`config.mk`:
```
export PLATFORM = sky130hd
export DESIGN_NAME = a2600_clock_scheduler_flat
export DESIGN_NICKNAME = d
export VERILOG_FILES = /design/src/rtl/a2600_clock_scheduler_if.sv /design/src/rtl/a2600_clock_scheduler.sv /design/src/flat_wrapper.sv
export SDC_FILE = /design/constraint.sdc
export NUM_CORES = 1
export LEC_CHECK = 0
export CAP_MARGIN = 20
export CORE_AREA = 8 8 45 47
export DETAILED_ROUTE_END_ITERATION = 8
export DIE_AREA = 0 0 53 55
export DONT_BUFFER_PORTS = 1
export PLACE_DENSITY = 0.43
export SLEW_MARGIN = 20
export SYNTH_ARGS = -nofsm -noshare
export SYNTH_HDL_FRONTEND = slang
export SYNTH_SLANG_ARGS = --single-unit
```
`constraint.sdc`:
```
create_clock -name clk -period 2.4 [get_ports clk]
set_clock_uncertainty 0.1 [all_clocks]
set_input_delay 0.36 -clock clk [delete_from_list [all_inputs] [get_ports clk]]
set_output_delay 0.36 -clock clk [all_outputs]
set_load 0.01 [all_outputs]
```
`src/rtl/a2600_clock_scheduler_if.sv`:
```
// a2600_clock_scheduler_if
//   Groups the scheduler's scanline/vsync inputs and its enable outputs.
//   master : the scheduler (samples VGA/TIA timing, drives the enables)
//   slave  : the consumer side (VGA sync generator / CPU, TIA, PIA glue)
//   vga_x[9:0]   current VGA hpos
//   vga_vsync    VGA vsync, active high
//   tia_vsync    TIA VSYNC register output
//   phase[4:0]   current phase, 0..DIV-1
//   clk_cpu      CPU clock level
//   cpu_en       one-clk pulse at phase 0
//   tia_en       pulse at the three TIA phases
//   pia_en       pulse at the PIA phase
//   frame_wait   machine held waiting for VGA vsync
//   lock_err     sticky: a wait ended by timeout
interface a2600_clock_scheduler_if;
  logic [9:0] vga_x;
  logic       vga_vsync;
  logic       tia_vsync;
  logic [4:0] phase;
  logic       clk_cpu;
  logic       cpu_en;
  logic       tia_en;
  logic       pia_en;
  logic       frame_wait;
  logic       lock_err;

  modport master (
    input  vga_x, vga_vsync, tia_vsync,
    output phase, clk_cpu, cpu_en, tia_en, pia_en, frame_wait, lock_err
  );

  modport slave (
    output vga_x, vga_vsync, tia_vsync,
    input  phase, clk_cpu, cpu_en, tia_en, pia_en, frame_wait, lock_err
  );
endinterface

```
`src/rtl/a2600_clock_scheduler.sv`:
```
// a2600_clock_scheduler
//   Derives the Atari 2600 clock enables (TIA colour clock, CPU clock, PIA
//   strobe) from the VGA pixel clock with a 21-step phase counter that is
//   re-aligned to phase 0 at the start of every VGA scanline.
//   Optional macro FRAME_LOCK_EN adds a frame-lock FSM that freezes the
//   machine after each TIA frame until the next VGA vsync rising edge.
//   Without the macro the machine free-runs, frame_wait=0, lock_err=0.
// Ports:
//   clk    VGA pixel clock
//   rst_n  synchronous active-low reset (also masks enables combinationally)
//   bus    a2600_clock_scheduler_if.master (timing inputs, enable outputs)
//
// state  | meaning
// RUN    | free running, enables decoded from phase
// DRAIN  | TIA frame ended, finishing the current machine cycle
// WAIT   | machine frozen at phase 0 until VGA vsync rise or timeout
module a2600_clock_scheduler #(
  parameter int DIV          = 21,
  parameter int SKIP_PIXELS  = 2,
  parameter int TIA_PH0      = 0,
  parameter int TIA_PH1      = 7,
  parameter int TIA_PH2      = 14,
  parameter int PIA_PH       = 16,
  parameter int CPU_HI       = 16,
  parameter int LOCK_TIMEOUT = 840000
) (
  input logic                    clk,
  input logic                    rst_n,
  a2600_clock_scheduler_if.master bus
);

  localparam logic [9:0] SKIP_X   = 10'(SKIP_PIXELS);
  localparam logic [4:0] PH_LAST  = 5'(DIV - 1);
  localparam logic [4:0] PH_TIA0  = 5'(TIA_PH0);
  localparam logic [4:0] PH_TIA1  = 5'(TIA_PH1);
  localparam logic [4:0] PH_TIA2  = 5'(TIA_PH2);
  localparam logic [4:0] PH_PIA   = 5'(PIA_PH);
  localparam logic [4:0] PH_CPUHI = 5'(CPU_HI);

  typedef enum logic [1:0] {
    ST_RUN   = 2'd0,
    ST_DRAIN = 2'd1,
    ST_WAIT  = 2'd2
  } state_t;

  state_t     state;
  logic [4:0] phase;
  logic [4:0] phase_adv;
  logic       en_ok;

  // Free-running advance; the first SKIP_PIXELS of each line pin the phase
  // to 0 so 1600 VGA clocks per line map onto 228*7 = 1596 counted ones.
  always_comb begin
    if (bus.vga_x < SKIP_X)
      phase_adv = '0;
    else if (phase == PH_LAST)
      phase_adv = '0;
    else
      phase_adv = phase + 5'd1;
  end

`ifdef FRAME_LOCK_EN
  localparam int TW = $clog2(LOCK_TIMEOUT + 1);
  localparam logic [TW-1:0] TO_LAST = TW'(LOCK_TIMEOUT - 1);

  state_t        state_nxt;
  logic [4:0]    phase_nxt;
  logic [TW-1:0] timeout;
  logic [TW-1:0] timeout_nxt;
  logic          lock_err;
  logic          lock_err_nxt;
  logic          prev_tia_vsync;
  logic          prev_vga_vsync;
  logic          tia_fall;
  logic          vga_rise;

  assign tia_fall = prev_tia_vsync & ~bus.tia_vsync;
  assign vga_rise = ~prev_vga_vsync & bus.vga_vsync;

  always_ff @(posedge clk) begin
    if (!rst_n) begin
      state          <= ST_RUN;
      phase          <= '0;
      timeout        <= '0;
      lock_err       <= 1'b0;
      prev_tia_vsync <= 1'b0;
      prev_vga_vsync <= 1'b0;
    end else begin
      state          <= state_nxt;
      phase          <= phase_nxt;
      timeout        <= timeout_nxt;
      lock_err       <= lock_err_nxt;
      prev_tia_vsync <= bus.tia_vsync;
      prev_vga_vsync <= bus.vga_vsync;
    end
  end

  always_comb begin
    state_nxt    = state;
    phase_nxt    = phase_adv;
    timeout_nxt  = '0;
    lock_err_nxt = lock_err;
    case (state)
      ST_RUN: begin
        if (tia_fall)
          state_nxt = ST_DRAIN;
      end
      ST_DRAIN: begin
        // Leave only at a machine-cycle boundary so the CPU never sees a
        // truncated cycle; a line-start skip counts as a boundary too.
        if (phase_adv == '0)
          state_nxt = ST_WAIT;
      end
      ST_WAIT: begin
        phase_nxt = '0;
        if (vga_rise) begin
          state_nxt = ST_RUN;
        end else if (timeout == TO_LAST) begin
          state_nxt    = ST_RUN;
          lock_err_nxt = 1'b1;
        end else begin
          timeout_nxt = timeout + 1'b1;
        end
      end
      default: begin
        state_nxt = ST_RUN;
        phase_nxt = '0;
      end
    endcase
  end
`else
  localparam int unused_lock_timeout = LOCK_TIMEOUT;
  logic          unused_vsync;

  assign state        = ST_RUN;
  assign unused_vsync = bus.tia_vsync ^ bus.vga_vsync;

  always_ff @(posedge clk) begin
    if (!rst_n)
      phase <= '0;
    else
      phase <= phase_adv;
  end
`endif

  always_comb begin
    en_ok          = rst_n && (state != ST_WAIT);
    bus.phase      = phase;
    bus.cpu_en     = en_ok && (phase == '0);
    bus.tia_en     = en_ok && ((phase == PH_TIA0) || (phase == PH_TIA1) ||
                               (phase == PH_TIA2));
    bus.pia_en     = en_ok && (phase == PH_PIA);
    bus.clk_cpu    = en_ok && (phase < PH_CPUHI);
    bus.frame_wait = (state == ST_WAIT);
`ifdef FRAME_LOCK_EN
    bus.lock_err   = lock_err;
`else
    bus.lock_err   = 1'b0;
`endif
  end

endmodule

```
`src/flat_wrapper.sv`:
```
// flat-port wrapper written by rule: the top's interface ports become plain ports
module a2600_clock_scheduler_flat 
#(
  parameter int DIV          = 21,
  parameter int SKIP_PIXELS  = 2,
  parameter int TIA_PH0      = 0,
  parameter int TIA_PH1      = 7,
  parameter int TIA_PH2      = 14,
  parameter int PIA_PH       = 16,
  parameter int CPU_HI       = 16,
  parameter int LOCK_TIMEOUT = 840000
)
  (clk, rst_n, bus_vga_x, bus_vga_vsync, bus_tia_vsync, bus_phase, bus_clk_cpu, bus_cpu_en, bus_tia_en, bus_pia_en, bus_frame_wait, bus_lock_err);
  a2600_clock_scheduler_if bus_i ();
  input logic clk;
  input logic rst_n;
  input wire logic [$bits(bus_i.vga_x)-1:0] bus_vga_x;
  input wire logic [$bits(bus_i.vga_vsync)-1:0] bus_vga_vsync;
  input wire logic [$bits(bus_i.tia_vsync)-1:0] bus_tia_vsync;
  output wire logic [$bits(bus_i.phase)-1:0] bus_phase;
  output wire logic [$bits(bus_i.clk_cpu)-1:0] bus_clk_cpu;
  output wire logic [$bits(bus_i.cpu_en)-1:0] bus_cpu_en;
  output wire logic [$bits(bus_i.tia_en)-1:0] bus_tia_en;
  output wire logic [$bits(bus_i.pia_en)-1:0] bus_pia_en;
  output wire logic [$bits(bus_i.frame_wait)-1:0] bus_frame_wait;
  output wire logic [$bits(bus_i.lock_err)-1:0] bus_lock_err;
  assign bus_i.vga_x = bus_vga_x;
  assign bus_i.vga_vsync = bus_vga_vsync;
  assign bus_i.tia_vsync = bus_tia_vsync;
  assign bus_phase = bus_i.phase;
  assign bus_clk_cpu = bus_i.clk_cpu;
  assign bus_cpu_en = bus_i.cpu_en;
  assign bus_tia_en = bus_i.tia_en;
  assign bus_pia_en = bus_i.pia_en;
  assign bus_frame_wait = bus_i.frame_wait;
  assign bus_lock_err = bus_i.lock_err;
  a2600_clock_scheduler #(.DIV(DIV), .SKIP_PIXELS(SKIP_PIXELS), .TIA_PH0(TIA_PH0), .TIA_PH1(TIA_PH1), .TIA_PH2(TIA_PH2), .PIA_PH(PIA_PH), .CPU_HI(CPU_HI), .LOCK_TIMEOUT(LOCK_TIMEOUT)) u_core (.clk(clk), .rst_n(rst_n), .bus(bus_i));
endmodule
```
==> results.yml, run 1 <==
logic_synthesis:
  syn_inst: 37
  synthesis.area_um2: 329
  ys_seq_area_share_pct: 30.4
  synth_seq_cells: 5
  yosysWarnings: 0
  avgSynthCellArea_um2: 8.89
  synth_cell_type_count: 20
worst_setup_path:
  required_ns: 1.94
  r2r_end: "u_core.bus.phase[1]"
  worstPathArrival_ns: 1.62
  crit_path_end: "bus_tia_en"
  cp_max_fo: 5
  crit_type: "register to primary output"
  end_kind: "primary output"
  start_kind: "register"
  crit_family: "simple AND/OR/NAND/NOR gates"
  startpoint: "u_core.bus.phase[0]"
  max_stage_delay_ns: 0.47
  cp.depth: 4
  r2r_setup_slack_ns: 1.05
  r2r_start: "u_core.bus.phase[0]"
  r2r_cells: 5
  cp_num_buf_inv: 1
  slowest_stage: "or3b_2"
  cp_cell_sequence: "inv_1 > ha_1 > or3b_2 > a21oi_1"
cts:
  htree_levels: 1
  clock-sinks: 5
  cts_buffer_depth: 2
  cts.clk_slew.worst_paths_ns: 0.04
  postCtsResizedCells: 0
  root_buffer: "clkbuf_4"
  cts_buffers: 3
  cts_hold_buf: 0
  cts_tree: "yes"
  clock_latency_ns: 0.24
  post_cts_buffers: 0
routing:
  wl_um: 714
  via_count: 268
  dr_wl_met2_um: 273
  drtIter0Drc: 4
  final_antenna_net_count: 0
  wl_met1_um: 278
  route.met3.wl_um: 130
  vias_per_cell: 4.79
  wl_per_cell_um: 12.8
  highest_layer: "met4"
  drcViolationCount: 0
  dr.pass1.iters: 4
power:
  power_leakage_nw: 0.144
  power.net_switching_mw: 0.0581
  swShare_pct: 26.4
  p_comb_share_pct: 12.2
  p_int_mw: 0.162
  ir_drop_uv: 186
  powerDensity_mw_per_mm2: 605
  clock_power_share_pct: 44.1
  seqPwrFrac_pct: 43.8
placed_design:
  dp.cells: 52
  io_buffers: 0
  place_congestion: 0.708
grt:
  grt_use_total_pct: 5.36
  grt_first_pass_wirelength_mm: 1.12
  antenna_found_initial: 0
  grt_pass1_vias: 273
  overflow: 0
  grt_max_degree: 8
sta:
  min_period_ns: 2.08
  max_freq_mhz: 480
  fin_setup_tns_ns: 0
  rsz0062_at_grt: "no"
  hold_slack_ns: 0.256
  slew_viol_final: 0
  period_share_pct: 86.9
  finalHoldViolCount: 0
  finalSetupViolations: 0
final_layout:
  fillers: 159
  area_delta_synth_final_pct: 10.6
  drive_gt1_share_pct: 17.5
  final_cell_mix: "dfxtp_1 (5), nor3_1 (4)"
  largest_registers: "u_core.bus.phase (5)"
  instances_no_fill: 56
  fin_nets: 58
  regMostFlops: "u_core.bus.phase"
  final_common_cell: "dfxtp_1"
  num_antenna_cells: 0
  largest_register_ffs: 5
floorplan:
  row_count: 14
  ios: 25
  fp.dieW_um: 53
  core_area_mm2: 0.00138
  start_util_pct: 23.8
  dieArea_mm2: 0.00292
  die_y_um: 55
hold_path:
  min-delay-path-class: "primary input to register"
  hold_depth: 2
status:
  status: "complete, no violations"
flow_run:
  maxCapViolations: 0
==> power groups by stage <==
stage	logic [mW]	clock network [mW]	registers, mW
6_report	0.0268	0.0971	0.0963
5_1_grt	0.0309	0.104	0.0973
4_1_cts	0.0274	0.0997	0.0967
3_5_place_dp	0.0272	0	0.0983
3_3_place_gp	0.0266	0	0.0980
2_1_floorplan	0.0257	0	0.0964
==> synth_stat cells (all sizes together) <==
library cell	n	area share (%)
nand2	3	3.4
nor3b	1	2.3
or3b	1	2.7
mux2	1	3.4
nor3	4	6.1
nor4	1	6.5
or4	1	3.4
or3	1	1.9
inv	3	3.4
dfxtp	5	30
buf	2	4.6
nand3	2	3.0
nand4b	1	2.7
xor2	2	5.3
nor2	2	2.3
conb	1	1.1
xnor2	1	2.7
nand2b	1	1.9
a21oi	1	1.5
ha	3	11
==> final cells by class <==
cell class              count  area (µm²)  share of cell area [%]
inverters                   3        11.3                    3.09
clock buffers               4        26.3                    7.22
flip-flops and latches      5         100                    27.5
multi-input cells          28         206                    56.7
well taps                  16        20.0                    5.50
==> cell families after synthesis <==
logic type                 count (synthesis)  synth area share, %
other                                      1                 1.14
and+or+nand+nor                           18                 36.1
muxes                                      1                 3.42
xor gates and xnor gates                   3                 7.99
buffers and inverters                      5                 7.98
adders and majority gates                  3                 11.4
AOI/OAI and AO/OA                          1                 1.52
DFF                                        5                 30.4
==> worst register-to-register path: stages (launching register included) <==
cell and delay, ns:
dfxtp_1 0.45, inv_1 0.10, ha_1 0.22, nand4b_1 0.09, nand2_1 0.13, nor3b_1 0.19
==> routing by layer <==
layer,GRT usage [%],vias to the layer above
met1,4.72,114
met2,7.23,23
met4,7.76,0
li1,-,127
met3,3.21,4
met5,0,-
==> through the flow <==
stage	util [%]	area, µm²	total power [mW]	worst slack, ns
after floorplan	-	333	0.122	0.664
after global placement	24.4	338	0.125	0.569
after detailed placement	24.4	338	0.126	0.550
after CTS	26.3	364	0.224	0.293
after global routing	26.3	364	0.232	0.219
final	26.3	364	0.220	0.315
==> worst min path at each step <==
stage,endpoint,from,slack (ns)
global route,u_core.bus.phase[0],bus_vga_x[3],0.27
floorplan,u_core.bus.phase[0],u_core.bus.phase[0],0.44
CTS,u_core.bus.phase[4],bus_vga_x[3],0.26
global placement,u_core.bus.phase[0],u_core.bus.phase[0],0.49
finish,u_core.bus.phase[2],rst_n,0.26
detailed placement,u_core.bus.phase[0],bus_vga_x[3],0.50
Power figures use the tool's default switching activity.
==> run 2: changes to the inputs <==
Settings changed: PLACE_DENSITY 0.43 to default.
==> results.yml, run 2 (synthesis results as in run 1) <==
worst_setup_path:
  slowest_stage: "or3b_2"
  end_kind: "primary output"
  r2r_start: "u_core.bus.phase[0]"
  max_stage_delay_ns: 0.48
  r2r_setup_slack_ns: 1.06
  r2r_end: "u_core.bus.phase[1]"
  startpoint: "u_core.bus.phase[0]"
  cp_max_fo: 5
  worstPathArrival_ns: 1.62
  r2r_cells: 5
  cp_cell_sequence: "inv_1 > ha_1 > or3b_2 > a21oi_1"
  crit_type: "register to primary output"
  crit_path_end: "bus_tia_en"
  required_ns: 1.94
  start_kind: "register"
sta:
  finalSetupViolations: 0
  fin_setup_tns_ns: 0
  max_freq_mhz: 480
  slew_viol_final: 0
  finalHoldViolCount: 0
  rsz0062_at_grt: "no"
  period_share_pct: 86.8
  min_period_ns: 2.08
placed_design:
  place_congestion: 0.692
  io_buffers: 0
  dp.cells: 52
  hpwlAfterDp_um: 612
status:
  status: "complete, no violations"
power:
  ir_drop_uv: 207
  power_leakage_nw: 0.144
  powerDensity_mw_per_mm2: 606
routing:
  drcViolationCount: 0
  wl_um: 730
  via_count: 258
  wl_per_cell_um: 13.0
  drtIter0Drc: 4
  final_antenna_net_count: 0
  vias_per_cell: 4.61
  dr.pass1.iters: 3
cts:
  postCtsResizedCells: 0
  cts_buffer_depth: 2
  cts_buffers: 3
  clock-sinks: 5
  root_buffer: "clkbuf_4"
  cts.clk_slew.worst_paths_ns: 0.04
  clock_latency_ns: 0.24
  cts_tree: "yes"
  htree_levels: 1
  cts_hold_buf: 0
  post_cts_buffers: 0
final_layout:
  final_cell_mix: "dfxtp_1 (5), nor3_1 (4)"
  instances_no_fill: 56
  area_delta_synth_final_pct: 10.6
  seqCellArea_um2: 100
  fin_nets: 58
  final_common_cell: "dfxtp_1"
  largest_register_ffs: 5
  largest_registers: "u_core.bus.phase (5)"
  multi_input_area_um2: 206
  fillers: 167
  drive_gt1_share_pct: 17.5
  num_antenna_cells: 0
  regMostFlops: "u_core.bus.phase"
grt:
  grt_pass1_vias: 270
  overflow: 0
  grt_first_pass_wirelength_mm: 1.15
  antenna_found_initial: 0
  grt_use_total_pct: 5.47
  grt_max_degree: 8
floorplan:
  dieArea_mm2: 0.00292
  start_util_pct: 23.8
  ios: 25
  die_y_um: 55
  row_count: 14
  fp.dieW_um: 53
  core_area_mm2: 0.00138
hold_path:
  min-delay-path-class: "primary input to register"
flow_run:
  maxCapViolations: 0
==> run 2: cell counts in the layout (fill, tap and decap cells not counted) <==
Identical to the previous run, type by type.
==> run 2: final cells by class <==
type	count	area share [%]
sequential	5	27.5
inverter	3	3.09
tap	16	5.50
multi-input combinational	28	56.7
clock buffer	4	7.22
==> run 2: worst max-delay path, delay by kind of cell (launching register included) <==
| family | cells | cell delay, ns |
|---|---|---|
| simple gates | 1 | 0.48 |
| flops | 1 | 0.37 |
| compound gates | 1 | 0.26 |
| fa+ha+maj | 1 | 0.17 |
| buf+inv | 1 | 0.11 |
==> run 2: report_power, final <==
group	total, mW	internal [mW]	switching (mW)
clock	0.0975	0.0629	0.0346
combinational	0.0266	0.0113	0.0154
sequential	0.0965	0.0877	0.00877
total	0.221	0.162	0.0587
==> run 2: through the flow <==
step | worst slack [ns] | util (%) | hold slack [ns] | area [µm²] | power, mW
after floorplan | 0.664 | - | 0.436 | 333 | 0.122
after global placement | 0.569 | 24.4 | 0.494 | 338 | 0.125
after detailed placement | 0.553 | 24.4 | 0.501 | 338 | 0.126
after CTS | 0.285 | 26.3 | 0.251 | 364 | 0.225
after global routing | 0.188 | 26.3 | 0.262 | 364 | 0.237
final | 0.316 | 26.3 | 0.251 | 364 | 0.221
==> run 2: routing by layer <==
layer  GRT usage, %  wire length (µm)  vias up
li1               -                 -      129
met1           5.63               306      112
met2           7.03               303       17
met3           4.01               121        0
met4           5.17                 0        0
met5              0                 0        -
==> run 2: worst min-delay path by stage <==
stage / startpoint / end / slack, ns / cells past startpoint
floorplan: u_core.bus.phase[0] / u_core.bus.phase[0] / 0.44 / 1
global placement: bus_vga_x[3] / u_core.bus.phase[0] / 0.49 / 2
detailed placement: u_core.bus.phase[0] / u_core.bus.phase[0] / 0.50 / 1
CTS: bus_vga_x[3] / u_core.bus.phase[0] / 0.25 / 2
global route: bus_vga_x[3] / u_core.bus.phase[2] / 0.26 / 2
finish: bus_vga_x[3] / u_core.bus.phase[0] / 0.25 / 2
==> run 3: changes to the inputs <==
Settings changed: REMOVE_ABC_BUFFERS from default to 1.
Clock period 2.4 ns to 2.5 ns, I/O delays scaled along.
==> results.yml, run 3 (synthesis results as in run 1) <==
power:
  swShare_pct: 26.7
  p_comb_share_pct: 12.0
  power_leakage_nw: 0.144
  powerDensity_mw_per_mm2: 583
  p_int_mw: 0.156
  seqPwrFrac_pct: 43.6
  clock_power_share_pct: 44.4
  power.net_switching_mw: 0.0568
  ir_drop_uv: 156
cts:
  post_cts_buffers: 0
  htree_levels: 1
  clock_latency_ns: 0.24
  root_buffer: "clkbuf_4"
  cts_tree: "yes"
  cts_buffer_depth: 2
  clock-sinks: 5
  cts_buffers: 3
  cts_hold_buf: 0
  cts.clk_slew.worst_paths_ns: 0.04
  postCtsResizedCells: 0
placed_design:
  hpwlAfterDp_um: 596
  place_congestion: 0.684
  io_buffers: 0
  pre_cts_ws_ns: 0.641
sta:
  fin_setup_tns_ns: 0
  slew_viol_final: 0
  finalSetupViolations: 0
  finalHoldViolCount: 0
  max_freq_mhz: 477
  period_share_pct: 83.8
  fin_ws_ns: 0.404
  min_period_ns: 2.10
  rsz0062_at_grt: "no"
worst_setup_path:
  required_ns: 2.03
  r2r_end: "u_core.bus.phase[2]"
  r2r_start: "u_core.bus.phase[0]"
  crit_type: "register to primary output"
  cp_max_fo: 5
  worstPathArrival_ns: 1.62
  r2r_setup_slack_ns: 1.17
  r2r_cells: 5
  start_kind: "register"
  end_kind: "primary output"
final_layout:
  fillers: 148
  final_cell_mix: "dfxtp_1 (5), nor3_1 (4)"
  fin_nets: 58
  largest_registers: "u_core.bus.phase (5)"
  num_antenna_cells: 0
  largest_register_ffs: 5
  drive_gt1_share_pct: 17.5
  regMostFlops: "u_core.bus.phase"
  area_delta_synth_final_pct: 10.6
  final_common_cell: "dfxtp_1"
  final_core_util_pct: 26.3
grt:
  globalRoute.busiestLayer: "met4"
  grtUsageMet3_pct: 4.28
  grt_use_total_pct: 5.31
  grt_max_degree: 8
  grt_pass1_vias: 241
  use_met1_pct: 5.50
  antenna_found_initial: 0
  met2_usage_pct: 5.86
  overflow: 0
  grt_first_pass_wirelength_mm: 1.05
routing:
  drcViolationCount: 0
  vias_per_cell: 4.50
  dr.pass1.iters: 3
  final_antenna_net_count: 0
  wl_per_cell_um: 12.6
  wl_um: 708
  drtIter0Drc: 1
  via_count: 252
floorplan:
  fp.dieW_um: 53
  die_y_um: 55
  ios: 25
  start_util_pct: 23.8
  row_count: 14
  dieArea_mm2: 0.00292
  core_area_mm2: 0.00138
hold_path:
  hold_depth: 2
  min_from: "rst_n"
  min-delay-path-class: "primary input to register"
  whs_endpoint: "u_core.bus.phase[1]"
status:
  status: "complete, no violations"
flow_run:
  maxCapViolations: 0
## run 3: power groups by stage
stage	combinational (mW)	sequential, mW	clock (mW)
CTS	0.0259	0.0930	0.0967
global route	0.0299	0.0941	0.102
detailed placement	0.0257	0.0945	0
floorplan	0.0223	0.0925	0
finish	0.0255	0.0926	0.0943
global placement	0.0255	0.0945	0
## run 3: metrics by stage
step | instance area (µm²) | total power, mW | hold WS, ns | std cells
after floorplan | 318 | 0.115 | 0.436 | 36
after global placement | 338 | 0.120 | 0.495 | 52
after detailed placement | 338 | 0.120 | 0.502 | 52
after CTS | 364 | 0.216 | 0.268 | 56
after global routing | 364 | 0.226 | 0.275 | 56
final | 364 | 0.212 | 0.266 | 56
## run 3: worst max-delay path by stage
stage,cells past startpoint,end,from
5_1_grt,4,bus_tia_en,u_core.bus.phase[0]
3_3_place_gp,4,bus_tia_en,u_core.bus.phase[0]
3_5_place_dp,4,bus_tia_en,u_core.bus.phase[0]
6_report,4,bus_tia_en,u_core.bus.phase[0]
2_1_floorplan,4,bus_tia_en,u_core.bus.phase[0]
4_1_cts,4,bus_tia_en,u_core.bus.phase[0]
## run 3: critical path, stage by stage (launching register included)
cell and delay [ns]:
dfxtp_1 0.37, inv_1 0.11, ha_1 0.17, or3b_2 0.47
a21oi_1 0.26
## run 3: cell type report
class | instances | area, µm² | area share, %
multi-input combinational | 28 | 206 | 56.7
sequential | 5 | 100 | 27.5
clock buffer | 4 | 26.3 | 7.22
tap | 16 | 20.0 | 5.50
inverter | 3 | 11.3 | 3.09
## run 3: per-layer routing
layer | share of wire, % | up-vias
li1 | - | 128
met5 | 0 | -
met2 | 37 | 19
met1 | 42 | 101
met4 | 4.1 | 0
met3 | 17 | 4
